`config.mk`:
```
export PLATFORM = sky130hd
export DESIGN_NAME = prom_prog_ctrl
export DESIGN_NICKNAME = d
export VERILOG_FILES = /design/src/rtl/prom_prog_ctrl.sv
export SDC_FILE = /design/constraint.sdc
export NUM_CORES = 1
export LEC_CHECK = 0
export ABC_AREA = 1
export ABC_CLOCK_PERIOD_IN_PS = 1100
export BUFFER_PORTS_ARGS = -buffer_cell sky130_fd_sc_hd__buf_2
export CAP_MARGIN = 5
export CORE_MARGIN = 3
export CORE_UTILIZATION = 47
export CTS_BUF_LIST = sky130_fd_sc_hd__clkbuf_4 sky130_fd_sc_hd__clkbuf_8
export CTS_CLUSTER_SIZE = 20
export DETAILED_ROUTE_END_ITERATION = 6
export GPL_TIMING_DRIVEN = 0
export PLACE_DENSITY = 0.81
export REMOVE_ABC_BUFFERS = 1
export SLEW_MARGIN = 10
export SYNTH_ARGS = -nofsm -noshare
export SYNTH_HDL_FRONTEND = slang
export SYNTH_SLANG_ARGS = --single-unit
```
`constraint.sdc`:
```
create_clock -name clk -period 1.1 [get_ports clk]
set_input_delay 0.11 -clock clk [delete_from_list [all_inputs] [get_ports clk]]
set_output_delay 0.11 -clock clk [all_outputs]
set_load 0.02 [all_outputs]
```
`src/rtl/prom_prog_ctrl.sv`:
```
// Owns the control pins of the 16x8 program memory: CPU pass-through in RUN, byte-stream programming otherwise.
// Zero-latency pass-through in RUN; 2 cycles per byte while programming; in_ready stalls the stream during each write.
module prom_prog_ctrl #(
  parameter int DATA_W = 8,
  parameter int ADDR_W = 4,
  parameter int DEPTH  = 16
) (
  input  logic              clk,
  input  logic              clr,
  input  logic              prog_start,
  input  logic              prog_abort,
  input  logic [DATA_W-1:0] in_data,
  input  logic              in_valid,
  output logic              in_ready,
  input  logic [ADDR_W-1:0] cpu_addr,
  input  logic              cpu_rd_n,
  output logic [ADDR_W-1:0] mem_addr,
  output logic [DATA_W-1:0] mem_data,
  output logic              mem_low_load,
  output logic              mem_low_o_en,
  output logic              busy,
  output logic              done,
  output logic [ADDR_W:0]   wr_count
);

  typedef enum logic [1:0] {
    ST_RUN,
    ST_LOAD,
    ST_WRITE,
    ST_DONE
  } state_t;

  localparam logic [ADDR_W-1:0] LAST_ADDR = ADDR_W'(DEPTH - 1);

  state_t            state;
  state_t            state_nxt;
  logic [ADDR_W-1:0] ptr;
  logic [ADDR_W-1:0] ptr_nxt;
  logic [DATA_W-1:0] data_q;
  logic [ADDR_W:0]   wr_count_q;
  logic [ADDR_W:0]   wr_count_nxt;
  logic              load_en;

  always_ff @(posedge clk) begin
    if (clr) begin
      state      <= ST_RUN;
      ptr        <= '0;
      wr_count_q <= '0;
      data_q     <= '0;
    end else begin
      state      <= state_nxt;
      ptr        <= ptr_nxt;
      wr_count_q <= wr_count_nxt;
      if (load_en) begin
        data_q <= in_data;
      end
    end
  end

  // Outside RUN the controller is the only bus owner: CPU reads are masked.
  always_comb begin
    state_nxt    = state;
    ptr_nxt      = ptr;
    wr_count_nxt = wr_count_q;
    load_en      = 1'b0;
    in_ready     = 1'b0;
    busy         = 1'b1;
    done         = 1'b0;
    mem_low_load = 1'b1;
    mem_low_o_en = 1'b1;
    mem_addr     = ptr;
    case (state)
      ST_RUN: begin
        busy         = 1'b0;
        mem_addr     = cpu_addr;
        mem_low_o_en = cpu_rd_n;
        if (prog_start) begin
          state_nxt    = ST_LOAD;
          ptr_nxt      = '0;
          wr_count_nxt = '0;
        end
      end
      ST_LOAD: begin
        in_ready = ~prog_abort;
        if (prog_abort) begin
          state_nxt = ST_RUN;
        end else if (in_valid) begin
          load_en   = 1'b1;
          state_nxt = ST_WRITE;
        end
      end
      ST_WRITE: begin
        // Abort is deliberately not looked at here so a started write finishes.
        mem_low_load = 1'b0;
        wr_count_nxt = wr_count_q + (ADDR_W + 1)'(1);
        if (ptr == LAST_ADDR) begin
          ptr_nxt   = '0;
          state_nxt = ST_DONE;
        end else begin
          ptr_nxt   = ptr + ADDR_W'(1);
          state_nxt = ST_LOAD;
        end
      end
      ST_DONE: begin
        done      = 1'b1;
        state_nxt = ST_RUN;
      end
      default: begin
        state_nxt = ST_RUN;
      end
    endcase
  end

  assign mem_data = data_q;
  assign wr_count = wr_count_q;

endmodule

```
==> summary.txt <==
Routing
  • Iteration-0 DRC count of the detailed router: 64
  • Antenna violation net count after detailed routing: 0
  • DR vias: 1224
  • Count of unresolved DRC violations after routing: 0
  • Drt pass-1 iters: 4
  • Total Routed Length: 4140 µm
  • WL per Instance: 20.0 µm
  • Via count normalized by instance count: 5.91

Worst setup path
  • Crit path max-delay cell type: dfxtp_4
  • Crit-path max cell delay: 380 ps
  • Category of cells accounting for the largest share of critical-path delay: flip-flops
  • Worst setup SP type: flop
  • Data arrival time of the critical path: 1310 ps
  • Crit path buf inv count: 2
  • Classification of the worst setup path: reg2out
  • Endpoint required time on the critical path: 990 ps
  • Maximum fanout encountered on the critical timing path: 4
  • Crit-path most repeated cell: buf_4
  • Minimum setup slack among reg-to-reg paths: -240 ps
  • Type of destination of the critical path: primary output
  • Crit-path cells: nor2_4 > buf_4 > nand2_1 > o21ai_1 > buf_4

Power
  • Total internal power: 0.00100 W
  • Portion of total power attributed to sequential cells: 0.481
  • Leakage: 0.712 nW
  • Comb pwr share: 0.260
  • Switching Fraction: 0.329
  • Switching Power: 0.000490 W
  • Max VDD drop: 0.000793 V
  • Total power per unit cell area: 949 nW/µm²
  • Relative contribution of the clock network to total power: 0.259

Cells and area
  • Signed area change from the synthesized netlist to the final layout: 77.3%
  • Fraction of layout instances using a drive strength above 1: 0.632
  • Storage cell area: 398 µm²
  • Final Instance Area: 1570 µm²
  • Layout Nets: 203
  • Multi-input gate area: 662 µm²
  • Final core area utilization: 0.901
  • Antenna Cells: 0
  • Fill cell total of the finished layout: 71

Timing
  • Fmax: 706 MHz
  • Count of final setup violators: 29
  • Tightest Pin Transition: 555 ps
  • Final cycle utilization of the critical path: 1.29
  • Final hold slack: 63.4 ps
  • Final slew viol count: 0
  • Worst Slack Setup Final: -316 ps
  • Total negative slack: -4500 ps
  • Headroom to the max-slew limit: 0.630
  • Clk_skew: 2.04 ps
  • Final Hold Viols: 0
  • Period minus WS final: 1420 ps
  • Unrepaired setup endpoints after global routing: true

Global routing
  • Residual overflow from global routing: 0
  • Busiest layer in global routing: met2
  • Met3 layer usage reported by global route: 0.0367
  • Number of global-route vias before repair: 934
  • Met1 global-route usage: 0.214
  • Largest net degree at the start of global routing: 12
  • Met2 track demand over resource: 0.388
  • First-pass GRT wire length: 3840 µm
  • Number of antenna violations at the first check in global routing: 0
  • Overall track demand over capacity in global routing: 0.199

Synthesis
  • Seq/Total Area, Yosys: 0.429
  • Number of register bits inferred by synthesis: 19
  • Cells after synthesis: 124
  • Yosys synthesis warning count: 0
  • Average size of a mapped cell: 7.15 µm²
  • Syn Std Cell Area: 887 µm²
  • Number of enable flip-flop cells after synthesis: 0
  • Share of flip-flops with an asynchronous set or reset after synthesis: 0
  • Number of distinct library cells after synthesis: 22
  • Most used flip-flop cell after synthesis: dfxtp_1

Floorplanning
  • Die area: 2440 µm²
  • Area of the core: 1750 µm²
  • Die Y: 49.4 µm
  • Starting density of the core: 0.508
  • IO Pins: 40
  • Row Count: 15
  • Horizontal die dimension: 49.4 µm

Status
  • Violated checks: setup timing
  • Outcome: complete, but fails checks

Placement
  • Area post-placement: 1100 µm²
  • Routability congestion estimate: 0.771
  • Total half-perimeter wirelength after legalization and detailed placement: 1540 µm
  • I/O Buffers: 39
  • Worst setup slack before clock tree synthesis: -87.4 ps

Flow run
  • Total of max-cap violations: 0

Clocking
  • Clock latency of the later-clocked register in the worst-skew pair: 310 ps
  • Number of clock sinks: 19
  • Count of hold buffers inserted by post-cts repair: 0
  • Cell at the root of the clock tree: clkbuf_4
  • Number of buffers created by CTS: 3
  • Clock Path Buffers: 2
  • Clock tree from TritonCTS: yes
  • Number of levels in the clock H-tree: 1
  • Reg clk slew, reported paths: 120 ps

Worst hold path
  • Min-Delay Path Class: in2reg
## cell usage after synthesis, types with 2 or more instances
cell,n,area [µm²]
a21oi_1,10,50.1
dfxtp_1,19,380
ha_1,2,25.0
inv_1,7,26.3
inv_2,4,15.0
nand2_1,26,97.6
nand3_1,8,40.0
nand4_1,3,18.8
nor2_1,21,78.8
nor2_4,2,22.5
o21ai_0,3,15.0
o21ai_1,9,45.0
## area by class of cell
type	count	area share
Multi-Input combinational cell	93	0.421
Sequential cell	19	0.253
Timing Repair Buffer	54	0.249
Inverter	12	0.0398
Tap cell	25	0.0199
Clock buffer	3	0.0143
Clock inverter	1	0.00318
## placed cells by master (no fill, tap or decap), types with 2 or more instances in the layout
cell       n
o21ai_1    2
dfxtp_4    4
nand2_4    4
inv_2      4
a21oi_1    3
a21oi_2    7
nand4_1    3
nand3_2    2
buf_2     31
clkbuf_4   3
buf_6     17
o21ai_2    8
nor2_4     8
nor2_1    12
o21bai_4   2
buf_4      6
dfxtp_1   13
nor2_2     4
inv_1      6
nand2_1   18
dfxtp_2    2
nand2_2    6
nand3_1    6
## what timing repair did
item / CTS / global route
setup endpoints to repair: 20 / 29
pin swaps: 4 / 23
cloned: 1 / 1
hold endpoints to repair: 0 / 0
gates resized for setup: 30 / 60
setup buffers: 6 / 9
## kinds of logic (layout without fill, tap and decap cells)
group / Yosys count / count (layout) / share of synthesized area
fa+ha+maj: 2 / 2 / 0.0282
buf+inv: 14 / 70 / 0.0663
simple gates: 65 / 66 / 0.331
flops: 19 / 19 / 0.429
compound gates: 24 / 25 / 0.145
## flip-flops by register name, summed over array words and instances, names as in the netlist
| signal | flops |
|---|---|
| state | 2 |
| mem_data | 8 |
| wr_count | 5 |
| ptr | 4 |
## per-layer routing
metal | vias up | wire, µm
met5 | - | 0
li1 | 521 | -
met2 | 95 | 2090
met3 | 34 | 368
met1 | 574 | 1390
met4 | 0 | 299
## final timing paths
kind / startpoint / end / depth (start not counted)
worst min-delay path: in_data[7] / mem_data[7]$_SDFFE_PP0P_ / 3
worst max register to register: state[1]$_SDFFE_PP0P_ / mem_data[1]$_SDFFE_PP0P_ / 8
worst min register to register: mem_data[7]$_SDFFE_PP0P_ / mem_data[7]$_SDFFE_PP0P_ / 2
worst max-delay path: state[0]$_SDFFE_PP0P_ / mem_addr[0] / 5
## power by group through the flow
stage                     Combinational (W)  Clock, W  Sequential [W]
final                              0.000388  0.000386        0.000718
after global routing               0.000408  0.000400        0.000718
after CTS                          0.000265  0.000365        0.000717
after detailed placement           0.000206         0        0.000734
after global placement             0.000204         0        0.000733
after floorplan                    0.000108         0        0.000748
## worst reg2reg max path, stage by stage (launching register included)
cell	delay [ps]
dfxtp_4	380
buf_6	130
inv_6	70
nand2_4	50
nor2_4	110
buf_6	160
nand2_4	80
o21ai_1	200
nor2_1	80
## metrics by stage
step	cells	power, W
floorplan	122	0.000856
global placement	186	0.000936
detailed placement	186	0.000940
CTS	197	0.00135
global route	207	0.00153
finish	207	0.00149
(Power assumes the default switching activity.)
